$ cat src/rtl/dmem_arbiter_lsu_if.sv
// One requester port of the data-memory arbiter: request fields in, completion out.
// The requester is the master; the arbiter is the slave.
interface dmem_arbiter_lsu_if;
  logic        req;
  logic        we;
  logic [1:0]  size;
  logic        is_unsigned;
  logic [31:0] addr;
  logic [31:0] wdata;
  logic        done;
  logic        err;
  logic [31:0] rdata;

  modport master (
    output req, we, size, is_unsigned, addr, wdata,
    input  done, err, rdata
  );

  modport slave (
    input  req, we, size, is_unsigned, addr, wdata,
    output done, err, rdata
  );
endinterface

$ cat src/rtl/dmem_arbiter_lsu.sv
// Round-robin two-port front end for a single-port data memory: sequences loads,
// word stores and read-modify-write subword stores, and formats load data.
module dmem_arbiter_lsu #(
  parameter int MEM_ADDR_W = 32,
  parameter int RESET_PRIO = 0
) (
  input  logic                  clk,
  input  logic                  rst_n,
  dmem_arbiter_lsu_if.slave     a,
  dmem_arbiter_lsu_if.slave     b,
  output logic                  mem_WriteEn,
  output logic                  mem_ReadEn,
  output logic [MEM_ADDR_W-1:0] mem_Addr,
  output logic [31:0]           mem_WriteData,
  input  logic [31:0]           mem_ReadData
);

  typedef enum logic [2:0] {
    IDLE, CHECK, ACCESS, RMW_RD, RMW_WR, RESP
  } state_t;

  state_t      state, state_nxt;
  logic        last_b, grant_b, we_q, uns_q, err_q;
  logic [1:0]  size_q;
  logic [31:0] addr_q, wdata_q, rmw_q, rdata_a_q, rdata_b_q;

  logic        any_req, pick_b, bad_access, result_ld;
  logic [7:0]  byte_v;
  logic [15:0] half_v;
  logic [3:0]  byte_mask;
  logic [31:0] load_fmt, merged, result_d;

  assign any_req = a.req | b.req;
  // On a tie the port that was not granted last wins.
  assign pick_b  = b.req & (~a.req | ~last_b);

  always_comb begin
    case (size_q)
      2'b00:   bad_access = 1'b0;
      2'b01:   bad_access = addr_q[0];
      2'b10:   bad_access = (addr_q[1:0] != 2'b00);
      default: bad_access = 1'b1;
    endcase
  end

  always_comb begin
    case (addr_q[1:0])
      2'd0:    byte_v = mem_ReadData[7:0];
      2'd1:    byte_v = mem_ReadData[15:8];
      2'd2:    byte_v = mem_ReadData[23:16];
      default: byte_v = mem_ReadData[31:24];
    endcase
    half_v = addr_q[1] ? mem_ReadData[31:16] : mem_ReadData[15:0];
    case (size_q)
      2'b00:   load_fmt = uns_q ? {24'h0, byte_v} : {{24{byte_v[7]}}, byte_v};
      2'b01:   load_fmt = uns_q ? {16'h0, half_v} : {{16{half_v[15]}}, half_v};
      default: load_fmt = mem_ReadData;
    endcase
  end

  always_comb begin
    byte_mask = (size_q == 2'b00) ? (4'b0001 << addr_q[1:0])
                                  : (addr_q[1] ? 4'b1100 : 4'b0011);
    for (int i = 0; i < 4; i++) begin
      if (!byte_mask[i])
        merged[8*i +: 8] = rmw_q[8*i +: 8];
      else if (size_q == 2'b00 || (i % 2) == 0)
        merged[8*i +: 8] = wdata_q[7:0];
      else
        merged[8*i +: 8] = wdata_q[15:8];
    end
  end

  // The winner's rdata is loaded on the edge entering RESP, so it changes with done.
  assign result_ld = (state == CHECK && bad_access) || state == ACCESS || state == RMW_WR;
  assign result_d  = (state == ACCESS && !we_q) ? load_fmt : 32'h0;

  always_ff @(posedge clk or negedge rst_n) begin
    if (!rst_n) state <= IDLE;
    else        state <= state_nxt;
  end

  always_comb begin
    // NOTE: every output gets a default first, so no path through the case infers a latch.
    state_nxt     = state;
    mem_ReadEn    = 1'b0;
    mem_WriteEn   = 1'b0;
    mem_Addr      = '0;
    mem_WriteData = 32'h0;
    case (state)
      IDLE:   if (any_req) state_nxt = CHECK;
      CHECK: begin
        if (bad_access)                        state_nxt = RESP;
        else if (!we_q || size_q == 2'b10)     state_nxt = ACCESS;
        else                                   state_nxt = RMW_RD;
      end
      ACCESS: begin
        mem_Addr = MEM_ADDR_W'(addr_q[31:2]);
        if (we_q) begin
          mem_WriteEn   = 1'b1;
          mem_WriteData = wdata_q;
        end else begin
          mem_ReadEn = 1'b1;
        end
        state_nxt = RESP;
      end
      RMW_RD: begin
        mem_Addr   = MEM_ADDR_W'(addr_q[31:2]);
        mem_ReadEn = 1'b1;
        state_nxt  = RMW_WR;
      end
      RMW_WR: begin
        mem_Addr      = MEM_ADDR_W'(addr_q[31:2]);
        mem_WriteEn   = 1'b1;
        mem_WriteData = merged;
        state_nxt     = RESP;
      end
      RESP:    state_nxt = IDLE;
      default: state_nxt = IDLE;
    endcase
  end

  always_ff @(posedge clk or negedge rst_n) begin
    if (!rst_n) begin
      // NOTE: non-blocking assignments so every register samples pre-edge values.
      last_b    <= (RESET_PRIO == 0);
      grant_b   <= 1'b0;
      we_q      <= 1'b0;
      uns_q     <= 1'b0;
      size_q    <= 2'b00;
      addr_q    <= 32'h0;
      wdata_q   <= 32'h0;
      rmw_q     <= 32'h0;
      err_q     <= 1'b0;
      rdata_a_q <= 32'h0;
      rdata_b_q <= 32'h0;
    end else begin
      if (state == IDLE && any_req) begin
        grant_b <= pick_b;
        last_b  <= pick_b;
        we_q    <= pick_b ? b.we          : a.we;
        size_q  <= pick_b ? b.size        : a.size;
        uns_q   <= pick_b ? b.is_unsigned : a.is_unsigned;
        addr_q  <= pick_b ? b.addr        : a.addr;
        wdata_q <= pick_b ? b.wdata       : a.wdata;
      end
      if (state == CHECK)  err_q <= bad_access;
      if (state == RMW_RD) rmw_q <= mem_ReadData;
      if (result_ld) begin
        if (grant_b) rdata_b_q <= result_d;
        else         rdata_a_q <= result_d;
      end
    end
  end

  assign a.done  = (state == RESP) && !grant_b;
  assign b.done  = (state == RESP) &&  grant_b;
  assign a.err   = a.done & err_q;
  assign b.err   = b.done & err_q;
  assign a.rdata = rdata_a_q;
  assign b.rdata = rdata_b_q;

endmodule
$ cat src/flat_wrapper.sv
// flat-port wrapper written by rule: the top's interface ports become plain ports
module dmem_arbiter_lsu_flat 
#(
  parameter int MEM_ADDR_W = 32,
  parameter int RESET_PRIO = 0
)
  (clk, rst_n, mem_WriteEn, mem_ReadEn, mem_Addr, mem_WriteData, mem_ReadData, a_req, a_we, a_size, a_is_unsigned, a_addr, a_wdata, a_done, a_err, a_rdata, b_req, b_we, b_size, b_is_unsigned, b_addr, b_wdata, b_done, b_err, b_rdata);
  dmem_arbiter_lsu_if a_i ();
  dmem_arbiter_lsu_if b_i ();
  input  logic clk;
  input  logic rst_n;
  output logic mem_WriteEn;
  output logic mem_ReadEn;
  output logic [MEM_ADDR_W-1:0] mem_Addr;
  output logic [31:0] mem_WriteData;
  input  logic [31:0] mem_ReadData;
  input wire logic [$bits(a_i.req)-1:0] a_req;
  input wire logic [$bits(a_i.we)-1:0] a_we;
  input wire logic [$bits(a_i.size)-1:0] a_size;
  input wire logic [$bits(a_i.is_unsigned)-1:0] a_is_unsigned;
  input wire logic [$bits(a_i.addr)-1:0] a_addr;
  input wire logic [$bits(a_i.wdata)-1:0] a_wdata;
  output wire logic [$bits(a_i.done)-1:0] a_done;
  output wire logic [$bits(a_i.err)-1:0] a_err;
  output wire logic [$bits(a_i.rdata)-1:0] a_rdata;
  input wire logic [$bits(b_i.req)-1:0] b_req;
  input wire logic [$bits(b_i.we)-1:0] b_we;
  input wire logic [$bits(b_i.size)-1:0] b_size;
  input wire logic [$bits(b_i.is_unsigned)-1:0] b_is_unsigned;
  input wire logic [$bits(b_i.addr)-1:0] b_addr;
  input wire logic [$bits(b_i.wdata)-1:0] b_wdata;
  output wire logic [$bits(b_i.done)-1:0] b_done;
  output wire logic [$bits(b_i.err)-1:0] b_err;
  output wire logic [$bits(b_i.rdata)-1:0] b_rdata;
  assign a_i.req = a_req;
  assign a_i.we = a_we;
  assign a_i.size = a_size;
  assign a_i.is_unsigned = a_is_unsigned;
  assign a_i.addr = a_addr;
  assign a_i.wdata = a_wdata;
  assign a_done = a_i.done;
  assign a_err = a_i.err;
  assign a_rdata = a_i.rdata;
  assign b_i.req = b_req;
  assign b_i.we = b_we;
  assign b_i.size = b_size;
  assign b_i.is_unsigned = b_is_unsigned;
  assign b_i.addr = b_addr;
  assign b_i.wdata = b_wdata;
  assign b_done = b_i.done;
  assign b_err = b_i.err;
  assign b_rdata = b_i.rdata;
  dmem_arbiter_lsu #(.MEM_ADDR_W(MEM_ADDR_W), .RESET_PRIO(RESET_PRIO)) u_core (.clk(clk), .rst_n(rst_n), .a(a_i), .b(b_i), .mem_WriteEn(mem_WriteEn), .mem_ReadEn(mem_ReadEn), .mem_Addr(mem_Addr), .mem_WriteData(mem_WriteData), .mem_ReadData(mem_ReadData));
endmodule
$ cat config.mk
export PLATFORM = sky130hd
export DESIGN_NAME = dmem_arbiter_lsu_flat
export DESIGN_NICKNAME = d
export VERILOG_FILES = /design/src/rtl/dmem_arbiter_lsu_if.sv /design/src/rtl/dmem_arbiter_lsu.sv /design/src/flat_wrapper.sv
export SDC_FILE = /design/constraint.sdc
export NUM_CORES = 1
export LEC_CHECK = 0
export CAP_MARGIN = 25
export CORE_MARGIN = 2
export CORE_UTILIZATION = 48
export CTS_BUF_LIST = sky130_fd_sc_hd__clkbuf_2 sky130_fd_sc_hd__clkbuf_4 sky130_fd_sc_hd__clkbuf_8
export DETAILED_ROUTE_END_ITERATION = 8
export PLACE_DENSITY = 0.93
export SYNTH_ARGS = -nofsm -noshare
export SYNTH_HDL_FRONTEND = slang
export SYNTH_SLANG_ARGS = --single-unit
$ cat constraint.sdc
create_clock -name clk -period 2.4 [get_ports clk]
set_input_delay 0.48 -clock clk [delete_from_list [all_inputs] [get_ports clk]]
set_output_delay 0.48 -clock clk [all_outputs]
set_load 0.005 [all_outputs]
---- Yosys cells after proc, flatten, opt, wreduce, memory -nomap -nowiden ----
Cells that the tools add are included.
cells by class
  magnitude comparators ................... 0
  multiplexer cells ....................... 30
  div/mod/pow operators ................... 0
  equal/unequal tests ..................... 10
  reductions and logical operators ........ 18
  $add $sub $neg .......................... 0
  bitwise gates (word level) .............. 8
  multiply operators ...................... 0
  shift operators ......................... 1
operators with widths
  cell                   number
  $mux W32               6
  $pmux W32 S2           2
  $mux W8                5
  $mux W30               1
  $pmux W8 S3            1
  $mux W16               1
  $pmux W3 S4            1
  $mux W4                2
  $eq A3 B2 Y1 const B   2
  $eq A3 B3 Y1 const B   2
  $mux W3                2
  $logic_and A1 B1 Y1    5
  $mux W1                5
  $eq A2 B1 Y1 const B   2
  $eq A2 B2 Y1 const B   2
  $logic_not A2 Y1       2
  $pmux W1 S2            2
  $reduce_and A2 Y1      2
  $shl A1 B2 Y4 const A  1
  $and A1 B1 Y1          3
  $eq A3 B1 Y1 const B   1
  $logic_not A3 Y1       1
  $logic_or A1 B1 Y1     3
  $not A1 Y1             3
  8 further kinds        10
storage, ports and cells
  word-level logic and storage cells ...... 79
  bits in writable memories ............... 0
  output and inout port bits .............. 134
  input bits .............................. 172
  bits in registers ....................... 170
  memories kept ........................... 0
  bits in read-only memories .............. 0
  latch bits .............................. 0

---- Depth between registers and ports, before layout ----
Gate-level depths: netlist of the first run.
  depth in word-level cells ............... 6
  depth in mapped cells ................... 7
  mapped depth without buffers ............ 4

---- Least setup slack after synthesis of the first run ----
OpenSTA, ideal clock, no wires.
  path type ............................... register to output
  start ................................... register u_core.state[2]
  end ..................................... output port mem_WriteData[13]
  required time ........................... 1.920 ns
  arrival ................................. 1.622 ns
  buffers on the path ..................... 3
  setup slack ............................. 0.298 ns
  cell stages (with the launch flop) ...... 7
  cells stage by stage .................... dfrtp_1 -> buf_2 -> nor2b_1 -> and3_1 -> clkbuf_1 -> clkbuf_1 -> a22o_1
between the ends
  cells in the longest elaborated chain, start to end .. 2
  elaborated cells between the ends (all ways) .. 3
  those cells by class .................... 2 x eq/ne; 1 x mux
RTL lines
  element                                              line                    source
  from (decl)                                          dmem_arbiter_lsu.sv:22  state_t state, state_nxt;
  from (signal assigned)                               dmem_arbiter_lsu.sv:80  else state <= state_nxt;
  $eq A3 B3 Y1 / $eq A3 B2 Y1 (equally long branches)  dmem_arbiter_lsu.sv:90  case (state)
  $pmux W32 S2 *                                       dmem_arbiter_lsu.sv:90
  to (decl)                                            flat_wrapper.sv:15      output logic [31:0] mem_WriteData;
Every way passes the cells marked *; elsewhere a longest branch is shown, timed or not.

---- Worst setup path after layout of the first run ----
  start ................................... register u_core.size_q[1]
  end ..................................... output port mem_WriteData[30]
between the ends
  cells in the longest elaborated chain, start to end .. 4
  elaborated cells between the ends (all ways) .. 5
  those cells by class .................... 4 x mux; 1 x reduce/logical
RTL lines
  element                                    line                                            source
  from (decl)                                dmem_arbiter_lsu.sv:24                          logic [1:0] size_q;
  from (signal assigned)                     dmem_arbiter_lsu.sv:142                         size_q <= pick_b ? b.size : a.size;
  $logic_not A2 Y1 *                         dmem_arbiter_lsu.sv:62, dmem_arbiter_lsu.sv:67
  $mux W8 / $mux W4 (equally long branches)  dmem_arbiter_lsu.sv:67, dmem_arbiter_lsu.sv:62
  $mux W8 *                                  dmem_arbiter_lsu.sv:65                          if (!byte_mask[i])
  $pmux W32 S2 *                             dmem_arbiter_lsu.sv:90
Marks and branches as above.

==> results.md, run 1 <==
- Status: finished with violations
- Failing checks: DRC, setup timing
- CTS tree: built
- Synth top area share: 0.461
- Clock buffer count from CTS: 17
- Detailed-route wire length: 42,300 um
- Fmax: 0.364 GHz
- Crit Path Max Fanout: 3
- Initial antenna violation count: 0
- Final worst-path setup slack: -350 ps
- Number of flops mapped to enable cells by yosys: 0
- Max Cap Violations: 0
- Layout area overhead: 57.6%
- Root buf cell: clkbuf_8
- Final Wtd Congestion: 0.933
- Gate power share: 0.597
- Setup-failing EPs final: 88
- Share of synthesized registers carrying an async set or reset: 1.00
- Worst vdd ir: 0.671 mV
- PortBufs: 303
- Crit share post-route: 1.15
- Layout cells sized above 1: 0.286
- Avg Inst Size Synth: 10.0 um^2
- Core area: 18,700 um^2
- Top Ports: 306
- Final nets: 1,489
- Post-synth top area cell: dfrtp_1
- Clk buf depth: 2
- First drt pass iteration count: 9
- Clock skew: 34.6 ps
- Synth Warn #: 0
- CP Data Arrival Time: 2270 ps
- Synthesized flop and latch total: 170
- Distinct cell type count after synthesis: 51
- Placed wire-length estimate: 23,200 um
- Clk sinks: 170
- Critical Path End Type: primary output
- Commonest non-fill, non-tap cells in the layout: clkdlybuf4s50_1 (234), dfrtp_1 (163), mux2i_1 (118), a21oi_1 (97), buf_4 (81)
- CTS HTree Levels: 4
- Die Ht: 142 um
- TNS Setup: -10,010 ps
- Initial DRC Count: 1,582
- GRT Total Usage: 0.353
- Clock Power Share: 0.123
- Residual DRC: 39
- Most used DFF post-synth: dfrtp_1
- Setup Slack @ Placement: 59.9 ps
- Critical path type: reg -> out
- PD cells: 1260 nW/um^2
- Drt wl/cell: 27.1 um
- Worst Hold Class: in -> async
- Global-route wire length before repair: 54,000 um
- Max-slew headroom: 0.518
- Vias per std cell: 6.50
- Internal: 10.3 mW
- Leakage: 6.24 nW
- Synth Instances: 915
- Worst-Skew Late Latency: 500 ps
- Most common cell after layout, fill and taps aside: clkdlybuf4s50_1
- Switching part of the total power: 0.434
- Grt total ovfl: 0
- Remaining antenna violation count: 0
- Slew @ Worst Pin: 723 ps
- Vias in the first global route: 9,651
- P_sw: 7.92 mW
- Final slew viol count: 0
- Num rows: 50
- Worst EP required: 1920 ps
- Largest net degree at the start of global routing: 59
- Post-Syn Area: 9170 um^2
- Final hold vios: 0
- Starting utilization of the core area: 0.490
- Die Area: 20,200 um^2
- Crit start category: flop
- Unrepaired setup endpoints after global routing: true
- Antenna cell count: 0
- Sequential element share of the synthesized area: 0.464
- Reg power frac: 0.280
- Dominant cells by area after synthesis: dfrtp_1 (46%), mux2i_1 (15%), a21oi_1 (5.3%)
- Final Critical Period: 2750 ps
- Clock Pin Slew Worst Setup and Hold Paths: 130 ps
- Via count: 10,200
- Chip width: 142 um
[sequential cells by signal, summed over array words and instances, names as in the netlist]
name and flops:
u_core.size_q 2, u_core.a.rdata 32, u_core.addr_q 32, u_core.err_q 1
u_core.we_q 1, u_core.uns_q 1, u_core.last_b 1, u_core.grant_b 1
u_core.b.rdata 32, u_core.state 3, u_core.wdata_q 32, u_core.rmw_q 32
[routing by layer]
metal  vias up  GRT usage  routed length (um)  share of wire
met3       390     0.0989                5490           0.13
li1       3995          -                   -              -
met4         0      0.234                4150          0.098
met5         -          0                   0              0
met1      4750      0.402               13600           0.32
met2      1032      0.582               19100           0.45
[timing repair]
action,in CTS,in global routing
buffers inserted,36,36
hold endpoints to repair,18,0
gates cloned,4,5
endpoints found under the setup margin,68,112
resized for setup,310,142
pin swaps,43,32
hold buffers,1,0
[logic make-up after synthesis]
kind of cell / Yosys count / synth area share
flops: 170 / 0.464
simple gates: 190 / 0.105
other cells: 1 / 0.000409
compound gates: 239 / 0.162
buf+inv: 139 / 0.0697
mux: 176 / 0.199
[final timing paths]
kind / from / end / slack, ps / cells past startpoint
worst max register to register: u_core.state[1] / u_core.a.rdata[21] / -140 / 9
worst min-delay path: rst_n / u_core.b.rdata[20] / 520 / 2
worst max-delay path: u_core.size_q[1] / mem_WriteData[30] / -350 / 8
worst min register to register: u_core.rmw_q[3] / u_core.rmw_q[3] / 520 / 1
max in group asynchronous: rst_n / u_core.a.rdata[3] / 1110 / 3
min in group clk: u_core.rmw_q[3] / u_core.rmw_q[3] / 520 / 1
[area by class of cell]
type	instances	area, um^2
multi-input combinational	608	4850
sequential	170	4260
timing repair buffer	454	4390
tap	234	293
clock inverter	12	140
clock buffer	20	269
inverter	66	248
fill	1032	4260
[metrics by stage]
stage / hold WS [ps] / cells / power [mW] / util / cell area, um^2
2_1_floorplan: 184 / 916 / 8.91 / - / 9180
3_3_place_gp: 486 / 1453 / 12.1 / 0.687 / 12900
3_5_place_dp: 491 / 1453 / 12.4 / 0.687 / 12900
4_1_cts: 510 / 1525 / 15.4 / 0.734 / 13700
5_1_grt: 532 / 1564 / 18.8 / 0.773 / 14500
6_report: 520 / 1564 / 18.2 / 0.773 / 14500
[power groups by stage]
| stage | Clock (mW) | Sequential (mW) | Combinational [mW] |
|---|---|---|---|
| floorplan | 0 | 4.43 | 4.48 |
| global placement | 0 | 4.71 | 7.40 |
| detailed placement | 0 | 4.76 | 7.65 |
| CTS | 2.15 | 4.80 | 8.44 |
| global route | 2.34 | 5.13 | 11.3 |
| finish | 2.24 | 5.11 | 10.9 |
[cell usage after synthesis, types with 7 or more instances]
library cell    n
a21o_1          9
a21oi_1        98
a22o_1         23
a22oi_1        14
a32o_1          8
buf_2          17
buf_6           7
clkbuf_1       38
dfrtp_1       169
inv_1          66
mux2_2         40
mux2i_1       135
nand2_1        40
nand2b_1       10
nand3b_1        7
nor2_1         77
nor2b_1        36
o211ai_1       14
o21ai_0        47
o31ai_1         9
[critical path: stages, from the launching register on]
cell and delay, ps:
dfrtp_2 480, nor2_4 180, buf_6 150, buf_6 130
mux2i_4 270, buf_6 140, o21ai_4 50, a22o_1 210
buf_2 150
No activity file was read; power rests on OpenSTA's default activity.
==> inputs of run 2 (changes only) <==
- MAX_ROUTING_LAYER: unset -> met4
==> run 2 against run 1 <==
  * The flow finishes with violations (setup timing)
  * Core utilization down 3.1 points
  * Clock power increased by 3%
  * Fmax up 2.9%
  * Non-clock buffer count shrank 34
  * Sequential cell count unchanged
  * Routed wire length fell by 15%
  * Register-to-register slack better by 130 ps
  * Global-route usage fell by 0.24 points
  * Combinational power decreased by 14%
  * First-iteration DRC count down 32%
  * Via count fell by 8.0%
  * Design area fell by 4.0%
  * Critical endpoint is now mem_WriteData[29]
  * Highest routed layer unchanged
==> results.md, run 2 (same netlist as run 1, synthesis figures left out) <==
- First drt pass iteration count: 7 (-2)
- Unrepaired setup endpoints after global routing: true
- GRT Total Usage: 0.351 (-0.00243)
- Antenna cell count: 0 (unchanged)
- Largest net degree at the start of global routing: 70 (+19%)
- Clock buffer count from CTS: 17 (unchanged)
- Critical Path End Type: primary output
- Die Ht: 142 um (unchanged)
- Drt wl/cell: 23.5 um (-13%)
- Worst Hold Class: in -> async
- Layout cells sized above 1: 0.253 (-0.0332)
- Clk sinks: 170 (unchanged)
- Clock Pin Slew Worst Setup and Hold Paths: 110 ps (-20 ps)
- Placed wire-length estimate: 23,100 um (-0.23%)
- Grt total ovfl: 0 (unchanged)
- Commonest non-fill, non-tap cells in the layout: clkdlybuf4s50_1 (234), dfrtp_1 (163), mux2i_1 (122), a21oi_1 (97), buf_4 (74)
- Initial antenna violation count: 0 (unchanged)
- Fmax: 0.374 GHz (+2.9%)
- Crit start category: flop
- Vias in the first global route: 9,554 (-1.0%)
- PD cells: 1200 nW/um^2 (-5.0%)
- Max-slew headroom: 0.525 (+0.00700)
- Remaining antenna violation count: 0 (unchanged)
- Root buf cell: clkbuf_8
- Final Critical Period: 2670 ps (-78.8 ps)
- Pwr Total: 16.6 mW (-8.8%)
- Global-route wire length before repair: 52,200 um (-3.2%)
- Crit share post-route: 1.11 (-0.0328)
- CP Cell Sequence: nor2_4, buf_12, buf_6, mux2i_4, o21ai_2, a22o_1, buf_2
- Layout area overhead: 51.3%
- Clock skew: 22.4 ps (-12.3 ps)
- Worst-Skew Late Latency: 480 ps (-20 ps)
- Final hold vios: 0 (unchanged)
- Num rows: 50 (unchanged)
- CTS tree: built
- Critical path type: reg -> out
- Critical Path Max Stage Delay: 480 ps (about the same)
- Final nets: 1,454 (-2.4%)
- CP Data Arrival Time: 2190 ps (-80 ps)
- Via count: 9,351 (-8.0%)
- Initial DRC Count: 1,081 (-32%)
- Max Cap Violations: 0 (unchanged)
- Worst vdd ir: 0.657 mV (-2.1%)
- Final slew viol count: 0 (unchanged)
- Inst Count DP: 1,452 (-0.069%)
- Leakage: 5.98 nW (-4.2%)
- Final core utilization: 0.742 (-0.0309)
- Hold_ws: 480 ps (-40.2 ps)
- Slowest-stage cell, CP: dfrtp_2
- Clk buf depth: 2 (unchanged)
- Setup-failing EPs final: 31 (-65%)
- PortBufs: 303 (unchanged)
- DP Area: 12,800 um^2 (-0.35%)
- Top Ports: 306 (unchanged)
- Final Wtd Congestion: 0.956 (+2.5%)
- Delay-heaviest family, CP: flip-flops
- Chip width: 142 um (unchanged)
- Core area: 18,700 um^2 (unchanged)
- CTS HTree Levels: 4 (unchanged)
- WP buf/inv: 3 (-1)
- Status: finished with violations
- Worst EP required: 1920 ps (about the same)
- Slew @ Worst Pin: 712 ps (-10.5 ps)
- Most common cell after layout, fill and taps aside: clkdlybuf4s50_1
- Die Area: 20,200 um^2 (unchanged)
- Vias per std cell: 6.12 (-5.9%)
- Residual DRC: 0 (-100%)
- Final worst-path setup slack: -271 ps (+78.8 ps)
- Final instance area: 13,900 um^2 (-4.0%)
- Fin cells: 1,529 (-2.2%)
- Failing checks: setup timing
- Crit Path Max Fanout: 6 (+3)
- Starting utilization of the core area: 0.490 (unchanged)
- Detailed-route wire length: 36,000 um (-15%)
==> run 2: cell count changes in the layout (fill, tap and decap cells not counted), moves of 4 or more <==
cell / change
buf_12: -10
buf_4: -7
buf_6: -13
clkbuf_2: -5
mux2i_1: +4
nor2b_1: +11
nor2b_2: -7
nor2b_4: -4
o21ai_0: +6
o21ai_1: -6
==> run 2: worst register-to-register path: cells and delay by family, from the launching register on <==
kind | cells | cell delay, ps
buffers and inverters | 5 | 780
AOI/OAI and AO/OA | 1 | 190
muxes | 1 | 210
DFF | 1 | 420
and+or+nand+nor | 2 | 740
==> run 2: worst paths after layout <==
path | from | endpoint | slack [ps] | cells past startpoint
setup reg to reg | u_core.state[1] | u_core.b.rdata[18] | -10 | 9
max in group asynchronous | rst_n | u_core.addr_q[4] | 1190 | 3
hold reg to reg | u_core.rmw_q[3] | u_core.rmw_q[3] | 520 | 1
min in group clk | u_core.rmw_q[3] | u_core.rmw_q[3] | 520 | 1
hold / removal | rst_n | u_core.a.rdata[16] | 480 | 2
setup / recovery | u_core.size_q[1] | mem_WriteData[29] | -270 | 7
==> run 2: metrics by stage <==
step / TNS, ps / worst slack [ps]
after floorplan: 0 / 298
after global placement: -3780 / -168
after detailed placement: 0 / 46.2
after CTS: -1770 / -150
after global routing: -6370 / -288
final: -5050 / -271
==> run 2: timing repair <==
action | CTS | global route
endpoints found under the setup margin | 68 | 124
endpoints found under the hold margin | 39 | 0
hold buffers | 1 | 0
setup buffers | 31 | 11
gates cloned | 4 | 2
pin swaps | 40 | 26
gates resized for setup | 345 | 65
==> run 2: layout make-up <==
class	instances	area (um^2)
sequential	170	4260
clock buffer	18	248
timing repair buffer	420	3930
multi-input combinational	607	4710
inverter	66	248
clock inverter	14	181
tap	234	293
fill	1155	4830
==> run 2: report_power, final <==
part           internal, mW  leakage (nW)  total, mW  switching (mW)
sequential             3.94          2.08       4.95            1.01
combinational          4.60          3.69       9.40            4.80
clock                  1.08         0.209       2.30            1.21
total                  9.62          5.98       16.6            7.02
==> run 2: routing by layer <==
metal | vias to the layer above | global-route usage | wire (um)
met4 | 0 | 0.204 | 2440
li1 | 3922 | - | -
met1 | 4489 | 0.390 | 12400
met2 | 715 | 0.571 | 17400
met3 | 225 | 0.0925 | 3730
met5 | - | - | 0
==> variant: new RTL, config.mk and constraints of run 1 <==
`MEM_ADDR_W` is set to 32 in 2 places; all go to 16.
--- a/src/rtl/dmem_arbiter_lsu.sv
+++ b/src/rtl/dmem_arbiter_lsu.sv
@@ -1,7 +1,7 @@
 // Round-robin two-port front end for a single-port data memory: sequences loads,
 // word stores and read-modify-write subword stores, and formats load data.
 module dmem_arbiter_lsu #(
-  parameter int MEM_ADDR_W = 32,
+  parameter int MEM_ADDR_W = 16,
   parameter int RESET_PRIO = 0
 ) (
   input  logic                  clk,
--- a/src/flat_wrapper.sv
+++ b/src/flat_wrapper.sv
@@ -1,7 +1,7 @@
 // flat-port wrapper written by rule: the top's interface ports become plain ports
 module dmem_arbiter_lsu_flat 
 #(
-  parameter int MEM_ADDR_W = 32,
+  parameter int MEM_ADDR_W = 16,
   parameter int RESET_PRIO = 0
 )
   (clk, rst_n, mem_WriteEn, mem_ReadEn, mem_Addr, mem_WriteData, mem_ReadData, a_req, a_we, a_size, a_is_unsigned, a_addr, a_wdata, a_done, a_err, a_rdata, b_req, b_we, b_size, b_is_unsigned, b_addr, b_wdata, b_done, b_err, b_rdata);
Interface: changed (resized mem_Addr); port bits go from 306 to 290. The function was not compared with the original's and may differ.
==> variant against run 1 <==
The flow finishes with violations (setup timing). Area after synthesis fell by 10%. Cell area fell by 15%. Routed wire length shrank 31%. Setup slack improved by 0.10 ns. Sequential cell count fell by 14. Total power is 23% lower. Sequential power fell by 14%. Fmax is 3.8% higher. Largest power group unchanged.
==> variant: results <==
set metrics [dict create \
    run_status "finished, violations left" \
    failed_checks "setup timing" \
    grt_util_met1 0.389 \
    crit_fanout 15 \
    dpl_worst_slack_ns -0.144 \
    post_drt_wl_per_cell_um 21.4 \
    synthMuxAreaShare 0.205 \
    post-cts-setup-buffers 25 \
    crit_path_start "u_core.size_q[0]$_DFFE_PN0P_" \
    hpwl_um 19500 \
    post-route-drc-count 0 \
    yosys-top-cells-count "155 x dfrtp_1, 106 x mux2i_1, 77 x a21oi_1" \
    first_iter_violations 828 \
    grtUsageMet2 0.510 \
    multi_input_area_mm2 0.00416 \
    layout_inverter_count_without_the_clock_tree 44 \
    clkTransAtPathRegs_ns 0.09 \
    final-nonclk-buf-share 0.273 \
    m1WireLength_um 11100 \
    comb.multi_input.count 556 \
    setup_total_negative_slack_ns -3.16 \
    placed_cells_incl_taps 1287 \
    total_leakage_power_nw 5.48 \
    yosysSeqAreaShare 0.474 \
    number_of_vias_in_the_routed_layout 8045 \
    area_share_clock_buf_inv 0.0345 \
    yosys-top-cells-area "dfrtp_1 47%, mux2i_1 13%, mux2_2 7.4%" \
    clockNetworkPower_mw 2.12 \
    reg2reg_depth 7 \
    routed_wirelength_um 29100 \
    fin_worst_skew_ns 0.0161 \
    seqAreaFraction 0.318 \
    rr_endpoint "u_core.b.rdata[9]$_DFFE_PN0P_" \
    detailroute.wirelength.met2_um 14400 \
    combinationalPower_mw 7.52 \
    pwr-share-clk 0.151 \
    tightestPinTransition_ns 0.537 \
    timing.critical_path.max_delay_family "compound AO/OA/AOI/OAI gates" \
    clock_latency_ns 0.47 \
    port_buffers 261 \
    setup_violations 27 \
    multi_input_area_share 0.339 \
    dpl-instance-area_mm2 0.0113 \
    yosys.cell_types.count 47 \
    rr_startpoint "u_core.size_q[1]$_DFFE_PN0P_" \
    worst_hold_path_type "reg -> reg" \
    route.met3.wl_um 2510 \
    gr-usage-met3 0.0597 \
    drtPass1Iterations 5 \
    share_of_the_synthesized_area_in_compound_gates_ao_oa_aoi_oai 0.159 \
    finalWorstSetupSlack_ns -0.248 \
    post_route_cells_drive_above_1_share 0.227 \
    net-switching-power_mw 5.67 \
    post_cts_resize_count 210 \
    design.seq.count 156 \
]
## variant: cell types whose count changed after synthesis, sizes merged, moves of 14 or more
cell / run 1 / this run
mux2: 40 / 54
mux2i: 135 / 106
a31oi: 1 / 15
dfrtp: 169 / 155
nor2b: 36 / 21
inv: 66 / 43
a21oi: 100 / 78
## variant: worst min-delay path by stage
stage	to	depth (start not counted)	slack (ns)	from
after floorplan	u_core.a.rdata[0]$_DFFE_PN0P_	0	0.18	rst_n
after global placement	u_core.wdata_q[17]$_DFFE_PN0P_	1	0.48	rst_n
after detailed placement	u_core.wdata_q[18]$_DFFE_PN0P_	1	0.48	rst_n
after CTS	u_core.b.rdata[7]$_DFFE_PN0P_	1	0.51	u_core.b.rdata[7]$_DFFE_PN0P_
after global routing	u_core.b.rdata[7]$_DFFE_PN0P_	1	0.52	u_core.b.rdata[7]$_DFFE_PN0P_
final	u_core.a.rdata[1]$_DFFE_PN0P_	1	0.51	u_core.a.rdata[1]$_DFFE_PN0P_
